**src/rtl/gpu_cmd_queue_pkg.sv**
```systemverilog
// Shared constants and types for the GPU command queue.
package gpu_cmd_pkg;

  localparam logic [2:0] REG_ADDRESS     = 3'd0;
  localparam logic [2:0] REG_ADDR_XY     = 3'd1;
  localparam logic [2:0] REG_IMAGE_WIDTH = 3'd2;
  localparam logic [2:0] REG_SIZE        = 3'd3;
  localparam logic [2:0] REG_POS         = 3'd4;
  localparam logic [2:0] REG_CLEAR_COLOR = 3'd5;
  localparam logic [2:0] REG_COMMAND     = 3'd6;
  localparam logic [2:0] REG_STATUS_CLR  = 3'd7;

  localparam logic OP_DRAW  = 1'b0;
  localparam logic OP_CLEAR = 1'b1;

  // Packed FIFO entry: op, address, addr_x, addr_y, image_width,
  // width, height, x, y, clear_color.
  function automatic int entry_width(input int fb_width, input int fb_height);
    return 1 + 32 + 3 * 16 + 2 * ($clog2(fb_width) + 2) + 2 * ($clog2(fb_height) + 2) + 16;
  endfunction

  typedef enum logic [1:0] {ST_IDLE, ST_STROBE, ST_WAIT} issue_state_t;

endpackage

```
**src/rtl/gpu_cmd_queue_if.sv**
```systemverilog
// CPU register-write port, queue status and GPU control bundle.
interface gpu_cmd_queue_if #(
  parameter int FB_WIDTH  = 400,
  parameter int FB_HEIGHT = 240,
  parameter int DEPTH     = 8
);
  localparam int WW = $clog2(FB_WIDTH) + 2;
  localparam int HW = $clog2(FB_HEIGHT) + 2;
  localparam int CW = $clog2(DEPTH) + 1;

  logic          wr_en;
  logic [2:0]    wr_addr;
  logic [31:0]   wr_data;
  logic [CW-1:0] q_count;
  logic          q_full;
  logic          q_empty;
  logic          q_overflow;
  logic          q_idle;
  logic          gpu_busy;
  logic [31:0]   ctrl_address;
  logic [15:0]   ctrl_address_x;
  logic [15:0]   ctrl_address_y;
  logic [15:0]   ctrl_image_width;
  logic [WW-1:0] ctrl_width;
  logic [HW-1:0] ctrl_height;
  logic [WW-1:0] ctrl_x;
  logic [HW-1:0] ctrl_y;
  logic [15:0]   ctrl_clear_color;
  logic          ctrl_draw;
  logic          ctrl_clear;

  modport master (
    output wr_en, wr_addr, wr_data, gpu_busy,
    input  q_count, q_full, q_empty, q_overflow, q_idle,
    input  ctrl_address, ctrl_address_x, ctrl_address_y, ctrl_image_width,
    input  ctrl_width, ctrl_height, ctrl_x, ctrl_y, ctrl_clear_color,
    input  ctrl_draw, ctrl_clear
  );

  modport slave (
    input  wr_en, wr_addr, wr_data, gpu_busy,
    output q_count, q_full, q_empty, q_overflow, q_idle,
    output ctrl_address, ctrl_address_x, ctrl_address_y, ctrl_image_width,
    output ctrl_width, ctrl_height, ctrl_x, ctrl_y, ctrl_clear_color,
    output ctrl_draw, ctrl_clear
  );
endinterface

```
**src/rtl/gpu_cmd_queue_fifo.sv**
```systemverilog
// Generic synchronous FIFO; head entry is presented combinationally.
module gpu_cmd_fifo #(
  parameter int WIDTH = 8,
  parameter int DEPTH = 8
) (
  input  logic                     clk,
  input  logic                     reset_n,
  input  logic                     push,
  input  logic                     pop,
  input  logic [WIDTH-1:0]         din,
  output logic [WIDTH-1:0]         dout,
  output logic [$clog2(DEPTH):0]   count,
  output logic                     full,
  output logic                     empty
);
  localparam int AW = $clog2(DEPTH);
  localparam int CW = AW + 1;

  logic [WIDTH-1:0] mem [DEPTH];
  logic [AW-1:0]    wr_ptr, rd_ptr;
  logic             do_push, do_pop;

  // Acceptance uses registered full/empty, so a same-cycle pop never frees a slot early.
  assign do_push = push && !full;
  assign do_pop  = pop && !empty;
  assign full    = (count == CW'(DEPTH));
  assign empty   = (count == '0);
  assign dout    = mem[rd_ptr];

  // Pointer and occupancy bookkeeping
  always_ff @(posedge clk or negedge reset_n) begin
    if (!reset_n) begin
      wr_ptr <= '0;
      rd_ptr <= '0;
      count  <= '0;
    end else begin
      if (do_push) wr_ptr <= wr_ptr + AW'(1);
      if (do_pop)  rd_ptr <= rd_ptr + AW'(1);
      case ({do_push, do_pop})
        2'b10:   count <= count + CW'(1);
        2'b01:   count <= count - CW'(1);
        default: count <= count;
      endcase
    end
  end

  // Storage array; contents are don't-care until written
  always_ff @(posedge clk) begin
    if (do_push) mem[wr_ptr] <= din;
  end
endmodule

```
**src/rtl/gpu_cmd_queue.sv**
```systemverilog
// Command front-end: staging registers, command FIFO and issue FSM.
module gpu_cmd_queue
  import gpu_cmd_pkg::*;
#(
  parameter int FB_WIDTH  = 400,
  parameter int FB_HEIGHT = 240,
  parameter int DEPTH     = 8
) (
  input  logic          clk,
  input  logic          reset_n,
  gpu_cmd_queue_if.slave bus
);
  localparam int WW = $clog2(FB_WIDTH) + 2;
  localparam int HW = $clog2(FB_HEIGHT) + 2;
  localparam int CW = $clog2(DEPTH) + 1;
  localparam int EW = entry_width(FB_WIDTH, FB_HEIGHT);

  logic [31:0]   st_addr;
  logic [15:0]   st_ax, st_ay, st_iw, st_cc;
  logic [WW-1:0] st_w, st_x;
  logic [HW-1:0] st_h, st_y;

  logic          push, pop, clr_ovf, overflow;
  logic [EW-1:0] fifo_din, fifo_dout;
  logic [CW-1:0] count;
  logic          full, empty;

  logic          e_op;
  logic [31:0]   e_addr;
  logic [15:0]   e_ax, e_ay, e_iw, e_cc;
  logic [WW-1:0] e_w, e_x;
  logic [HW-1:0] e_h, e_y;

  logic          op_r;
  issue_state_t  state, state_nxt;

  // Staging registers persist across pushes so only changed fields need rewriting
  always_ff @(posedge clk or negedge reset_n) begin
    if (!reset_n) begin
      st_addr <= '0; st_ax <= '0; st_ay <= '0; st_iw <= '0; st_cc <= '0;
      st_w <= '0; st_h <= '0; st_x <= '0; st_y <= '0;
    end else if (bus.wr_en) begin
      case (bus.wr_addr)
        REG_ADDRESS:     st_addr <= bus.wr_data;
        REG_ADDR_XY:     begin st_ax <= bus.wr_data[15:0]; st_ay <= bus.wr_data[31:16]; end
        REG_IMAGE_WIDTH: st_iw <= bus.wr_data[15:0];
        REG_SIZE:        begin st_w <= bus.wr_data[WW-1:0]; st_h <= bus.wr_data[16 +: HW]; end
        REG_POS:         begin st_x <= bus.wr_data[WW-1:0]; st_y <= bus.wr_data[16 +: HW]; end
        REG_CLEAR_COLOR: st_cc <= bus.wr_data[15:0];
        default:         ;
      endcase
    end
  end

  assign push     = bus.wr_en && (bus.wr_addr == REG_COMMAND);
  assign clr_ovf  = bus.wr_en && (bus.wr_addr == REG_STATUS_CLR) && bus.wr_data[0];
  assign fifo_din = {bus.wr_data[0], st_addr, st_ax, st_ay, st_iw, st_w, st_h, st_x, st_y, st_cc};
  assign {e_op, e_addr, e_ax, e_ay, e_iw, e_w, e_h, e_x, e_y, e_cc} = fifo_dout;

  gpu_cmd_fifo #(.WIDTH(EW), .DEPTH(DEPTH)) u_fifo (
    .clk(clk), .reset_n(reset_n), .push(push), .pop(pop),
    .din(fifo_din), .dout(fifo_dout), .count(count), .full(full), .empty(empty)
  );

  // Sticky drop flag; a dropped push and a clear cannot coincide (one write per cycle)
  always_ff @(posedge clk or negedge reset_n) begin
    if (!reset_n)           overflow <= 1'b0;
    else if (push && full)  overflow <= 1'b1;
    else if (clr_ovf)       overflow <= 1'b0;
  end

  // Issue state register
  always_ff @(posedge clk or negedge reset_n) begin
    if (!reset_n) state <= ST_IDLE;
    else          state <= state_nxt;
  end

  // Next-state and pop decode
  always_comb begin
    state_nxt = state;
    pop       = 1'b0;
    case (state)
      ST_IDLE:   if (!empty && !bus.gpu_busy) begin pop = 1'b1; state_nxt = ST_STROBE; end
      ST_STROBE: state_nxt = ST_WAIT;
      ST_WAIT:   if (!bus.gpu_busy) state_nxt = ST_IDLE;
      default:   state_nxt = ST_IDLE;
    endcase
  end

  // Parameters latch only on pop and stay put for the whole GPU operation
  always_ff @(posedge clk or negedge reset_n) begin
    if (!reset_n) begin
      op_r <= OP_DRAW;
      bus.ctrl_address <= '0; bus.ctrl_address_x <= '0; bus.ctrl_address_y <= '0;
      bus.ctrl_image_width <= '0; bus.ctrl_width <= '0; bus.ctrl_height <= '0;
      bus.ctrl_x <= '0; bus.ctrl_y <= '0; bus.ctrl_clear_color <= '0;
    end else if (pop) begin
      op_r <= e_op;
      bus.ctrl_address <= e_addr; bus.ctrl_address_x <= e_ax; bus.ctrl_address_y <= e_ay;
      bus.ctrl_image_width <= e_iw; bus.ctrl_width <= e_w; bus.ctrl_height <= e_h;
      bus.ctrl_x <= e_x; bus.ctrl_y <= e_y; bus.ctrl_clear_color <= e_cc;
    end
  end

  // Strobes decode straight from state so reset drops them without waiting for a clock
  assign bus.ctrl_draw  = (state == ST_STROBE) && (op_r == OP_DRAW);
  assign bus.ctrl_clear = (state == ST_STROBE) && (op_r == OP_CLEAR);

  assign bus.q_count    = count;
  assign bus.q_full     = full;
  assign bus.q_empty    = empty;
  assign bus.q_overflow = overflow;
  assign bus.q_idle     = empty && (state == ST_IDLE) && !bus.gpu_busy;
endmodule

```
**src/flat_wrapper.sv**
```systemverilog
// flat-port wrapper written by rule: the top's interface ports become plain ports
module gpu_cmd_queue_flat import gpu_cmd_pkg::*;
#(
  parameter int FB_WIDTH  = 400,
  parameter int FB_HEIGHT = 240,
  parameter int DEPTH     = 8
)
  (clk, reset_n, bus_wr_en, bus_wr_addr, bus_wr_data, bus_gpu_busy, bus_q_count, bus_q_full, bus_q_empty, bus_q_overflow, bus_q_idle, bus_ctrl_address, bus_ctrl_address_x, bus_ctrl_address_y, bus_ctrl_image_width, bus_ctrl_width, bus_ctrl_height, bus_ctrl_x, bus_ctrl_y, bus_ctrl_clear_color, bus_ctrl_draw, bus_ctrl_clear);
  gpu_cmd_queue_if #(.FB_WIDTH(FB_WIDTH), .FB_HEIGHT(FB_HEIGHT), .DEPTH(DEPTH)) bus_i ();
  input  logic clk;
  input  logic reset_n;
  input wire logic [$bits(bus_i.wr_en)-1:0] bus_wr_en;
  input wire logic [$bits(bus_i.wr_addr)-1:0] bus_wr_addr;
  input wire logic [$bits(bus_i.wr_data)-1:0] bus_wr_data;
  input wire logic [$bits(bus_i.gpu_busy)-1:0] bus_gpu_busy;
  output wire logic [$bits(bus_i.q_count)-1:0] bus_q_count;
  output wire logic [$bits(bus_i.q_full)-1:0] bus_q_full;
  output wire logic [$bits(bus_i.q_empty)-1:0] bus_q_empty;
  output wire logic [$bits(bus_i.q_overflow)-1:0] bus_q_overflow;
  output wire logic [$bits(bus_i.q_idle)-1:0] bus_q_idle;
  output wire logic [$bits(bus_i.ctrl_address)-1:0] bus_ctrl_address;
  output wire logic [$bits(bus_i.ctrl_address_x)-1:0] bus_ctrl_address_x;
  output wire logic [$bits(bus_i.ctrl_address_y)-1:0] bus_ctrl_address_y;
  output wire logic [$bits(bus_i.ctrl_image_width)-1:0] bus_ctrl_image_width;
  output wire logic [$bits(bus_i.ctrl_width)-1:0] bus_ctrl_width;
  output wire logic [$bits(bus_i.ctrl_height)-1:0] bus_ctrl_height;
  output wire logic [$bits(bus_i.ctrl_x)-1:0] bus_ctrl_x;
  output wire logic [$bits(bus_i.ctrl_y)-1:0] bus_ctrl_y;
  output wire logic [$bits(bus_i.ctrl_clear_color)-1:0] bus_ctrl_clear_color;
  output wire logic [$bits(bus_i.ctrl_draw)-1:0] bus_ctrl_draw;
  output wire logic [$bits(bus_i.ctrl_clear)-1:0] bus_ctrl_clear;
  assign bus_i.wr_en = bus_wr_en;
  assign bus_i.wr_addr = bus_wr_addr;
  assign bus_i.wr_data = bus_wr_data;
  assign bus_i.gpu_busy = bus_gpu_busy;
  assign bus_q_count = bus_i.q_count;
  assign bus_q_full = bus_i.q_full;
  assign bus_q_empty = bus_i.q_empty;
  assign bus_q_overflow = bus_i.q_overflow;
  assign bus_q_idle = bus_i.q_idle;
  assign bus_ctrl_address = bus_i.ctrl_address;
  assign bus_ctrl_address_x = bus_i.ctrl_address_x;
  assign bus_ctrl_address_y = bus_i.ctrl_address_y;
  assign bus_ctrl_image_width = bus_i.ctrl_image_width;
  assign bus_ctrl_width = bus_i.ctrl_width;
  assign bus_ctrl_height = bus_i.ctrl_height;
  assign bus_ctrl_x = bus_i.ctrl_x;
  assign bus_ctrl_y = bus_i.ctrl_y;
  assign bus_ctrl_clear_color = bus_i.ctrl_clear_color;
  assign bus_ctrl_draw = bus_i.ctrl_draw;
  assign bus_ctrl_clear = bus_i.ctrl_clear;
  gpu_cmd_queue #(.FB_WIDTH(FB_WIDTH), .FB_HEIGHT(FB_HEIGHT), .DEPTH(DEPTH)) u_core (.clk(clk), .reset_n(reset_n), .bus(bus_i));
endmodule
```
**config.mk**
```make
export PLATFORM = sky130hd
export DESIGN_NAME = gpu_cmd_queue_flat
export DESIGN_NICKNAME = d
export VERILOG_FILES = /design/src/rtl/gpu_cmd_queue_pkg.sv /design/src/rtl/gpu_cmd_queue_if.sv /design/src/rtl/gpu_cmd_queue_fifo.sv /design/src/rtl/gpu_cmd_queue.sv /design/src/flat_wrapper.sv
export SDC_FILE = /design/constraint.sdc
export NUM_CORES = 1
export LEC_CHECK = 0
export BUFFER_PORTS_ARGS = -buffer_cell sky130_fd_sc_hd__buf_2
export CAP_MARGIN = 40
export CELL_PAD_IN_SITES_DETAIL_PLACEMENT = 2
export CELL_PAD_IN_SITES_GLOBAL_PLACEMENT = 2
export CORE_MARGIN = 5
export CORE_UTILIZATION = 45
export CTS_BUF_LIST = sky130_fd_sc_hd__clkbuf_2
export CTS_CLUSTER_DIAMETER = 40
export DETAILED_ROUTE_END_ITERATION = 8
export PLACE_DENSITY_LB_ADDON = 0.1
export SLEW_MARGIN = 5
export SYNTH_ARGS = -nofsm -noshare
export SYNTH_HDL_FRONTEND = slang
export SYNTH_SLANG_ARGS = --single-unit
export TNS_END_PERCENT = 20
```
**constraint.sdc**
```tcl
create_clock -name clk -period 11.1 [get_ports clk]
set_input_delay 2.22 -clock clk [delete_from_list [all_inputs] [get_ports clk]]
set_output_delay 2.22 -clock clk [all_outputs]
set_load 0.05 [all_outputs]
```
==> Word level (Yosys, flattened, before mapping) <==
Memories as Yosys holds them, arrays and structs flattened. A register that Yosys moved wholly into a read port is not among the register bits.
Index checks and enable logic that the tools add are counted.
{ "op_classes": {"n_mux": 10, "n_reduce_logical": 27, "bitwise_logic": 1, "n_eq_ne": 14, "n_addsub": 4} }
{ "op_table": {"columns": ["cell", "n"], "rows": [
  ["$reduce_and A2 Y1", 7],
  ["$eq A3 B3 Y1 const B", 4],
  ["$logic_and A1 B1 Y1", 11],
  ["$pmux W4 S2", 1],
  ["$add A3 B1 Y3 const B", 2],
  ["$eq A3 B2 Y1 const B", 2],
  ["$mux W1", 6],
  ["$pmux W2 S3", 1],
  ["$add A4 B1 Y4 const B", 1],
  ["$eq A2 B1 Y1 const B", 2],
  ["$eq A2 B2 Y1 const B", 2],
  ["$eq A4 B4 Y1 const B", 1],
  ["$logic_not A1 Y1", 4],
  ["$logic_not A4 Y1", 1],
  ["$mux W2", 2],
  ["$reduce_bool A2 Y1", 2],
  ["$sub A4 B1 Y4 const B", 1],
  ["$eq A3 B1 Y1 const B", 1],
  ["$logic_not A3 Y1", 1],
  ["$logic_not A2 Y1", 1],
  ["$ne A2 B1 Y1 const B", 1],
  ["$ne A2 B2 Y1 const B", 1],
  ["$not A1 Y1", 1]
]} }
{ "totals": {"word_cells": 71, "n_memories": 1, "register_bits": 151, "in_bits": 39, "ram_bits": 1112, "output_inout_bits": 148} }
{ "memory_table": {"columns": ["memory", "words", "word_bits", "read_ports", "rd_ports_with_merged_regs", "wr", "line", "source"], "rows": [
  ["u_core.u_fifo.mem", 8, 139, 1, 1, 1, "gpu_cmd_queue_fifo.sv:19", "logic [WIDTH-1:0] mem [DEPTH];"]
]} }

==> Longest topological paths before layout <==
Gate-level depths: netlist (run 1).
{ "logic_depth": {"depth_word": 8, "ltp_mapped": 10, "mapped_depth_nobuf": 9} }

==> Modules after synthesis <==
Synthesis (run 1) repeated with hierarchy kept, for this count alone.
{ "hier_totals": {"hier_cells": 2283, "area_unflattened_um2": 52902.0} }
{ "by_module_without_submodules": {"columns": ["module", "seq_area_each_um2", "cells_per_inst", "instances", "area_per_inst_um2"], "rows": [
  ["gpu_cmd_fifo", 33642.3, 1674, 1, 42374.4],
  ["gpu_cmd_queue", 7006.7, 609, 1, 10527.6]
]} }

==> Worst setup path before layout (run 1) <==
OpenSTA, ideal clock, no wires.
{ "synth_timing": {"kind": "input-to-reg", "from": "input port bus_wr_addr[2]", "to": "memory u_core.u_fifo.mem[1][0] (netlist name) (enable)", "setup_time_ns": 0.807, "path_slack_ns": -2.191, "n_path_buf": 1, "path_stages": 5, "arrival_time_ns": 12.483, "cell_sequence": "buf_2 nand3_1 nor3_1 nand2_1 nor3_1"} }
{ "synth_between": {"elab_chain_len": 5} }
{ "synth_lines": {"columns": ["item", "line", "source"], "rows": [
  ["start: declaration", "flat_wrapper.sv:13", "input wire logic [$bits(bus_i.wr_addr)-1:0] bus_wr_addr;"],
  ["$eq A3 B3 Y1", "gpu_cmd_queue.sv:55", "assign push = bus.wr_en && (bus.wr_addr == REG_COMMAND);"],
  ["$logic_and A1 B1 Y1", "gpu_cmd_queue.sv:55", null],
  ["$logic_and A1 B1 Y1", "gpu_cmd_queue_fifo.sv:24", "assign do_push = push && !full;"],
  ["$mux W1", "gpu_cmd_queue_fifo.sv:49", "if (do_push) mem[wr_ptr] <= din;"],
  ["$mux W1 (not written as such)", "gpu_cmd_queue_fifo.sv:49", null],
  ["end: declaration", "gpu_cmd_queue_fifo.sv:19", null]
]} }
No other way between the ends.

==> Worst setup path in the final report (run 1) <==
{ "layout_timing": {"from": "register u_core.u_fifo.count[0]", "to": "output port bus_q_idle"} }
{ "layout_between": {"elab_chain_len": 3} }
{ "layout_lines": {"columns": ["item", "line", "source"], "rows": [
  ["start: declaration", "gpu_cmd_queue_fifo.sv:12", "output logic [$clog2(DEPTH):0] count,"],
  ["start signal: assignment", "gpu_cmd_queue_fifo.sv:40", "2'b10: count <= count + CW'(1);"],
  ["start signal: assignment", "gpu_cmd_queue_fifo.sv:41", "2'b01: count <= count - CW'(1);"],
  ["start signal: assignment", "gpu_cmd_queue_fifo.sv:42", "default: count <= count;"],
  ["$logic_not A4 Y1", "gpu_cmd_queue_fifo.sv:27", "assign empty = (count == '0);"],
  ["$logic_and A1 B1 Y1 (2 in series)", "gpu_cmd_queue.sv:113", "assign bus.q_idle = empty && (state == ST_IDLE) && !bus.gpu_busy;"],
  ["end: declaration", "flat_wrapper.sv:20", "output wire logic [$bits(bus_i.q_idle)-1:0] bus_q_idle;"]
]} }
No other way between the ends.

==> flow_summary_export.csv, run 1 <==
group,metric,value,unit
logic_synthesis,ys_warn_count,0,
setup_path,critPathMaxStageDelay,0.55,ns
placement,place.gp.congestion,0.7116,
setup_path,cp.arrival,3.27,ns
routing,wire_per_inst,28.49,um
floorplanning,start_util,45.12,%
logic_synthesis,synth_cells,2440,
logic_synthesis,async_reset_ff_share,20.68,%
outcome,status,"completed",
clocking,cts_htree_levels,5,
timing,tightest_slew,1.118,ns
routing,routed_via_density,5.466,
timing,slew-limit-headroom,25.49,%
timing,hold-worst-slack,0.4828,ns
finish,fin_area,58760,um^2
logic_synthesis,synth_top_area_share,63.95,%
floorplanning,die-area,123000,um^2
routing,drc,0,
pwr,p_total,14.78,mW
timing,min_period,5.491,ns
setup_path,crit_path_end_kind,"primary output",
logic_synthesis,yosysSeqAreaShare,77.85,%
logic_synthesis,syn_avg_cell_area,21.40,um^2
global_route,antenna_found_initial,12,
timing,setup_ws,5.609,ns
clocking,cts_tree,"yes",
floorplanning,core_area,115700,um^2
routing,vias,26010,
floorplanning,dieWidth,350.6,um
global_route,grt_max_degree,129,
clocking,clock_latency,1.57,ns
clocking,cts_setup_buffers,0,
timing,setup_viol,0,
placement,place_area,55410,um^2
pwr,p_int,9.411,mW
job,drv_cap,0,
setup_path,cp_slowest_cell,"nor4_1",
logic_synthesis,synth_largest_area_cell,"edfxtp_1",
finish,largest_register,"u_core.u_fifo.mem",
finish,drive_above_1_share,39.55,%
global_route,grt_usage,22.47,%
global_route,first_global_vias,29640,
global_route,overflow,0,
logic_synthesis,syn-cell-area,52220,um^2
clocking,cts-root-buf,"clkbuf_2",
setup_path,crit_required,8.88,ns
global_route,grt_first_pass_wirelength,200400,um
finish,syn_to_final_growth,12.53,%
finish,reg_top3,"u_core.u_fifo.mem x1112, u_core.bus.ctrl_address x32, u_core.st_addr x32",
logic_synthesis,ys_top_cells_by_area,"edfxtp_1 64%, dfrtp_1 14%, mux4_2 12%, mux2_2 2.9%, mux2i_1 2.7%",
finish,num-nets-final,2984,
floorplanning,chipHeight,350.6,um
timing,hold_viol,0,
setup_path,path_delay_family,"simple AND/OR/NAND/NOR gates",
pwr,sw_frac_of_total,36.33,%
pwr,combPwrFrac,29.1,%
floorplanning,num_io_pins,187,
timing,rsz0062_at_grt,"false",
clocking,clk_pin_slew,0.13,ns
pwr,power.share.clock,24.0,%
clocking,cts.path.max_buffers,4,
timing,fmax,182.1,MHz
pwr,p_sw,5.371,mW
logic_synthesis,ys.flop_type,"edfxtp_1",
clocking,numCtsBuffers,372,
routing,drtIter0Drc,1836,
pwr,seqPwrFrac,46.9,%
logic_synthesis,synth_edf_count,1112,
routing,firstDrtPassIters,5,
placement,port_buffers,186,
setup_path,path_cells,"nor4_1 -> nor4b_1 -> buf_2",
clocking,ctsHoldBuffers,0,
setup_path,crit_path_start_kind,"register",
logic_synthesis,synth-seq-cells,1402,
setup_path,critPathBufInv,1,
pwr,ir_drop,0.1509,mV
pwr,power.density,251.6,nW/um^2
clocking,ctsResizeCount,0,
timing,finalCritPeriodShare,49.47,%
routing,drt_wl_total,135600,um
placement,dp_hpwl,77110,um
routing,ant_nets,0,
placement,place_ws,4.778,ns
clocking,numClockSinks,1402,
finish,largest_reg_flops,1112,
finish,postLayoutCoreUtil,50.77,%
setup_path,crit_type,"register to primary output",
setup_path,crit_fanout,6,
timing,finalMaxSlewViolations,0,
logic_synthesis,synth_nets,2485,
timing,clock_skew,0.1021,ns
min_path,hp-class,"register to register",
pwr,total_leakage_power,21.19,nW
floorplanning,rows,125,
logic_synthesis,synth_cell_type_count,35,
==> cells in the mapped netlist (2+ instances only) <==
cell type     n
mux2_2      136
mux2i_1     140
clkbuf_1     40
nand4b_1      2
buf_1        13
buf_6        10
buf_4        14
xor2_1        2
nand2b_1      5
dfrtp_1     290
nor4b_1       2
nand3_1       2
nor4_1        2
xnor2_1       4
edfxtp_1   1112
inv_1        10
buf_2        48
nor2_1        9
nor3_1        4
ha_1          5
o21ai_0     147
mux4_2      278
nand2_1     153
==> worst min-delay path, cell delays in order (launching register included) <==
cell and delay [ns]:
dfrtp_1 0.35, nand2_1 0.05, o21ai_0 0.06
==> final cells by class <==
type,instances,area (um^2)
clock buffer,579,2898
sequential,1402,40660
antenna,4,10.01
multi-input combinational,903,10970
timing repair buffer,250,1857
fill,10300,56980
inverter,10,37.54
tap,1524,1907
clock inverter,87,424.2
==> kinds of logic after synthesis <==
| group | share of synthesized area [%] |
|---|---|
| adder cells (fa/ha/maj) | 0.1581 |
| AO/OA/AOI/OAI | 1.452 |
| AND/OR/NAND/NOR | 1.486 |
| multiplexers | 17.63 |
| buffers and inverters | 1.330 |
| flip-flops | 77.85 |
| XOR/XNOR | 0.1006 |
==> power groups by stage <==
stage	combinational (mW)	clock [mW]	sequential, mW
after detailed placement	4.40	0	7.05
after global routing	4.59	4.02	7.01
after CTS	4.41	3.70	6.94
after floorplan	2.32	0	7.68
final	4.30	3.55	6.93
after global placement	4.18	0	7.01
==> layer usage <==
layer | vias to the layer above | track usage [%] | wire length, um
met2 | 728 | 37.50 | 68420
met5 | - | 0 | 0
met3 | 158 | 4.684 | 6790
met1 | 14080 | 30.55 | 58260
met4 | 0 | 5.849 | 2099
li1 | 11050 | - | -
==> cells in the final DEF, fill, tap and decap left out, drive strengths merged, types with 3 or more instances in the layout <==
cell	n
mux2i	140
nor2	9
nand2	153
nor3	5
mux4	278
inv	15
bufinv	3
edfxtp	1112
xnor2	4
o21ai	147
buf	250
ha	5
clkinv	78
nand2b	5
clkbuf	579
mux2	137
diode	4
dfrtp	290
==> path summary, 6_finish.rpt <==
path,from,to,slack (ns),cells after the start
max,u_core.u_fifo.count[0]$_DFFE_PN0P_,bus_q_idle,5.61,3
min,u_core.bus.ctrl_address_x[11]$_DFFE_PN0N_,u_core.bus.ctrl_address_x[11]$_DFFE_PN0N_,0.48,2
max reg2reg,u_core.u_fifo.count[0]$_DFFE_PN0P_,u_core.u_fifo.mem[3][114]$_DFFE_PP_,6.75,6
min reg2reg,u_core.bus.ctrl_address_x[11]$_DFFE_PN0N_,u_core.bus.ctrl_address_x[11]$_DFFE_PN0N_,0.48,2
max in group asynchronous,reset_n,u_core.u_fifo.rd_ptr[0]$_DFFE_PN0P_,8.99,2
min in group asynchronous,reset_n,u_core.u_fifo.count[0]$_DFFE_PN0P_,0.66,1
==> stage by stage <==
stage / setup TNS [ns] / std cells
after floorplan: -304.20 / 2440
after global placement: 0 / 4068
after detailed placement: 0 / 4088
after CTS: 0 / 4754
after global routing: 0 / 4756
final: 0 / 4759
Note: power is estimated with default switching activity, not from simulation.
==> inputs of run 2 (changes only) <==
--- a/config.mk
+++ b/config.mk
@@ -5,12 +5,13 @@
 export SDC_FILE = /design/constraint.sdc
 export NUM_CORES = 1
 export LEC_CHECK = 0
+export ABC_AREA = 1
 export BUFFER_PORTS_ARGS = -buffer_cell sky130_fd_sc_hd__buf_2
 export CAP_MARGIN = 40
 export CELL_PAD_IN_SITES_DETAIL_PLACEMENT = 2
 export CELL_PAD_IN_SITES_GLOBAL_PLACEMENT = 2
 export CORE_MARGIN = 5
-export CORE_UTILIZATION = 45
+export CORE_UTILIZATION = 39
 export CTS_BUF_LIST = sky130_fd_sc_hd__clkbuf_2
 export CTS_CLUSTER_DIAMETER = 40
 export DETAILED_ROUTE_END_ITERATION = 8
==> constraint.sdc (replaced) <==
create_clock -name clk -period 4.6 [get_ports clk]
set_input_delay 0.92 -clock clk [delete_from_list [all_inputs] [get_ports clk]]
set_output_delay 0.92 -clock clk [all_outputs]
set_load 0.05 [all_outputs]
==> flow_summary_export.csv, run 2 <==
group,metric,value,unit
outcome,status,"completed",
logic_synthesis,ys_warn_count,0,
setup_path,critPathMaxStageDelay,0.46,ns
logic_synthesis,ys_top_cells_by_count,"1838 x nand2_1, 1112 x edfxtp_1, 881 x inv_1",
timing,finalCritPeriodShare,86.90,%
placement,dp_hpwl,102400,um
routing,routed_via_density,5.065,
global_route,overflow,0,
finish,drive_above_1_share,15.11,%
setup_path,critPathBufInv,2,
clocking,ctsResizeCount,0,
finish,fin_area,65220,um^2
timing,hold-worst-slack,0.2341,ns
finish,largest_register,"u_core.u_fifo.mem",
routing,firstDrtPassIters,5,
finish,num-nets-final,5914,
logic_synthesis,synth_top_area_share,58.03,%
timing,setup_viol,0,
clocking,numCtsBuffers,387,
logic_synthesis,ys.flop_type,"edfxtp_1",
finish,reg_top3,"u_core.u_fifo.mem x1112, u_core.bus.ctrl_address x32, u_core.st_addr x32",
routing,drc,0,
routing,drt_wl_total,189700,um
logic_synthesis,yosysSeqAreaShare,70.64,%
placement,place_area,60950,um^2
timing,fmax,250.2,MHz
global_route,grt_usage,24.27,%
clocking,numClockSinks,1402,
finish,final_cell_mix,"1833 x nand2_1, 1112 x edfxtp_1, 880 x inv_1",
clocking,cts_setup_buffers,0,
logic_synthesis,ys_top_cells_by_area,"edfxtp_1 58%, dfrtp_1 13%, nand2_1 12%, nand3_1 7.3%, inv_1 5.7%",
logic_synthesis,synth_nets,5465,
clocking,cts.path.max_buffers,4,
logic_synthesis,yosysMostFrequentCell,"nand2_1",
routing,drtIter0Drc,2427,
min_path,hp-class,"input pin to register",
floorplanning,die-area,155300,um^2
floorplanning,dieWidth,394.1,um
clocking,clk_pin_slew,0.10,ns
logic_synthesis,synth_cells,5420,
timing,setup_ws,0.6024,ns
logic_synthesis,async_reset_ff_share,20.68,%
global_route,grt_max_degree,170,
floorplanning,start_util,39.11,%
logic_synthesis,synth-seq-cells,1402,
logic_synthesis,synth_cell_type_count,25,
timing,min_period,3.998,ns
clocking,clock_latency,1.80,ns
timing,fin_tns_setup,0,ns
floorplanning,core_area,147100,um^2
setup_path,cp.arrival,3.08,ns
clocking,ctsHoldBuffers,64,
global_route,first_global_vias,45980,
placement,place_ws,1.517,ns
logic_synthesis,syn_avg_cell_area,10.62,um^2
floorplanning,rows,141,
pwr,p_total,39.13,mW
logic_synthesis,syn-cell-area,57540,um^2
timing,rsz0062_at_grt,"false",
global_route,antenna_found_initial,19,
placement,place.gp.congestion,0.7078,
timing,clock_skew,0.1150,ns
pwr,ir_drop,0.4866,mV
floorplanning,num_io_pins,187,
timing,hold_viol,0,
placement,port_buffers,186,
timing,finalMaxSlewViolations,0,
setup_path,path_delay_family,"flip-flops",
finish,largest_reg_flops,1112,
floorplanning,chipHeight,394.1,um
logic_synthesis,synth_edf_count,1112,
pwr,total_leakage_power,29.70,nW
setup_path,crit_required,3.68,ns
routing,ant_nets,0,
setup_path,crit_path_end_kind,"primary output",
setup_path,crit_path_start_kind,"register",
clocking,cts_tree,"yes",
logic_synthesis,synth_largest_area_cell,"edfxtp_1",
setup_path,path_cells,"inv_2 -> nand4_2 -> nor3_1 -> buf_2",
global_route,grt_first_pass_wirelength,285200,um
routing,vias,41150,
pwr,power.density,600.0,nW/um^2
setup_path,crit_type,"register to primary output",
timing,slew-limit-headroom,19.27,%
finish,syn_to_final_growth,13.34,%
clocking,cts-root-buf,"clkbuf_2",
finish,mostFrequentLayoutCell,"nand2_1",
setup_path,cp_slowest_cell,"dfrtp_1",
job,drv_cap,0,
timing,tightest_slew,1.211,ns
setup_path,crit_fanout,5,
routing,wire_per_inst,23.35,um
clocking,cts_htree_levels,5,
run 2: cell types whose count changed in the layout (fill, tap and decap cells not counted), sizes merged, moves of 137 or more:
cell   previous run  this run
mux2            137         0
mux4            278         0
mux2i           140         0
inv              15       888
nand3             2       841
nand2           153      1839
run 2: kinds of logic after synthesis:
| kind of cell | count (synthesis) | share of synthesized area, % |
|---|---|---|
| AND/OR/NAND/NOR | 2703 | 19.51 |
| flip-flops | 1402 | 70.64 |
| buffers and inverters | 1159 | 8.369 |
| AO/OA/AOI/OAI | 145 | 1.261 |
| adder cells (fa/ha/maj) | 6 | 0.1435 |
| XOR/XNOR | 5 | 0.07612 |
run 2: where the power goes:
part / switching (mW) / internal, mW / leakage, nW
clock: 5.41 / 3.82 / 2.79
sequential: 1.47 / 15.2 / 13.7
combinational: 9.90 / 3.30 / 13.2
total: 16.8 / 22.4 / 29.7
run 2: path summary, 6_finish.rpt:
| path | endpoint | slack (ns) | cells after the start | startpoint |
|---|---|---|---|---|
| min in group asynchronous | u_core.bus.ctrl_address_x[12]$_DFFE_PN0N_ | 0.45 | 4 | reset_n |
| hold reg to reg | u_core.bus.ctrl_address[28]$_DFFE_PN0N_ | 0.48 | 2 | u_core.bus.ctrl_address[28]$_DFFE_PN0N_ |
| max in group asynchronous | u_core.u_fifo.rd_ptr[2]$_DFFE_PN0P_ | 3.61 | 4 | reset_n |
| setup reg to reg | u_core.u_fifo.count[3]$_DFFE_PN0P_ | 1.81 | 11 | u_core.u_fifo.count[1]$_DFFE_PN0P_ |
| setup / recovery | bus_q_idle | 0.60 | 4 | u_core.u_fifo.count[3]$_DFFE_PN0P_ |
| hold / removal | u_core.st_h[2]$_DFFE_PN0P_ | 0.23 | 4 | bus_wr_data[18] |
run 2: worst reg2reg max path: cells and delay by family (launching register included):
family          cells  cell delay (ns)
compound gates      1             0.69
simple gates        7             0.85
fa+ha+maj           2             0.65
flops               1             0.42
buf+inv             1             0.14
run 2: cell type report:
cell class	instances	area, um^2
fill	15610	81910
tap	1930	2415
antenna	14	35.03
clock buffer	610	3053
multi-input combinational	2859	12240
timing repair buffer	332	2908
inverter	887	3390
clock inverter	91	523.0
sequential	1402	40660
run 2: stage by stage:
step           instances  util [%]
6_report            8125     44.33
5_1_grt             8117     44.32
4_1_cts             8111     44.31
3_5_place_dp        7346     41.43
3_3_place_gp        7326     41.09
2_1_floorplan       5420         -
run 2: routing by layer:
| layer | wire [um] | global-route usage (%) | share of wire, % | up-vias |
|---|---|---|---|---|
| met5 | 13 | 0 | 0.0069 | - |
| met4 | 4226 | 6.689 | 2.2 | 2 |
| met2 | 94160 | 42.22 | 50 | 920 |
| met1 | 82440 | 31.31 | 43 | 21380 |
| met3 | 8874 | 4.354 | 4.7 | 276 |
| li1 | - | - | - | 18580 |
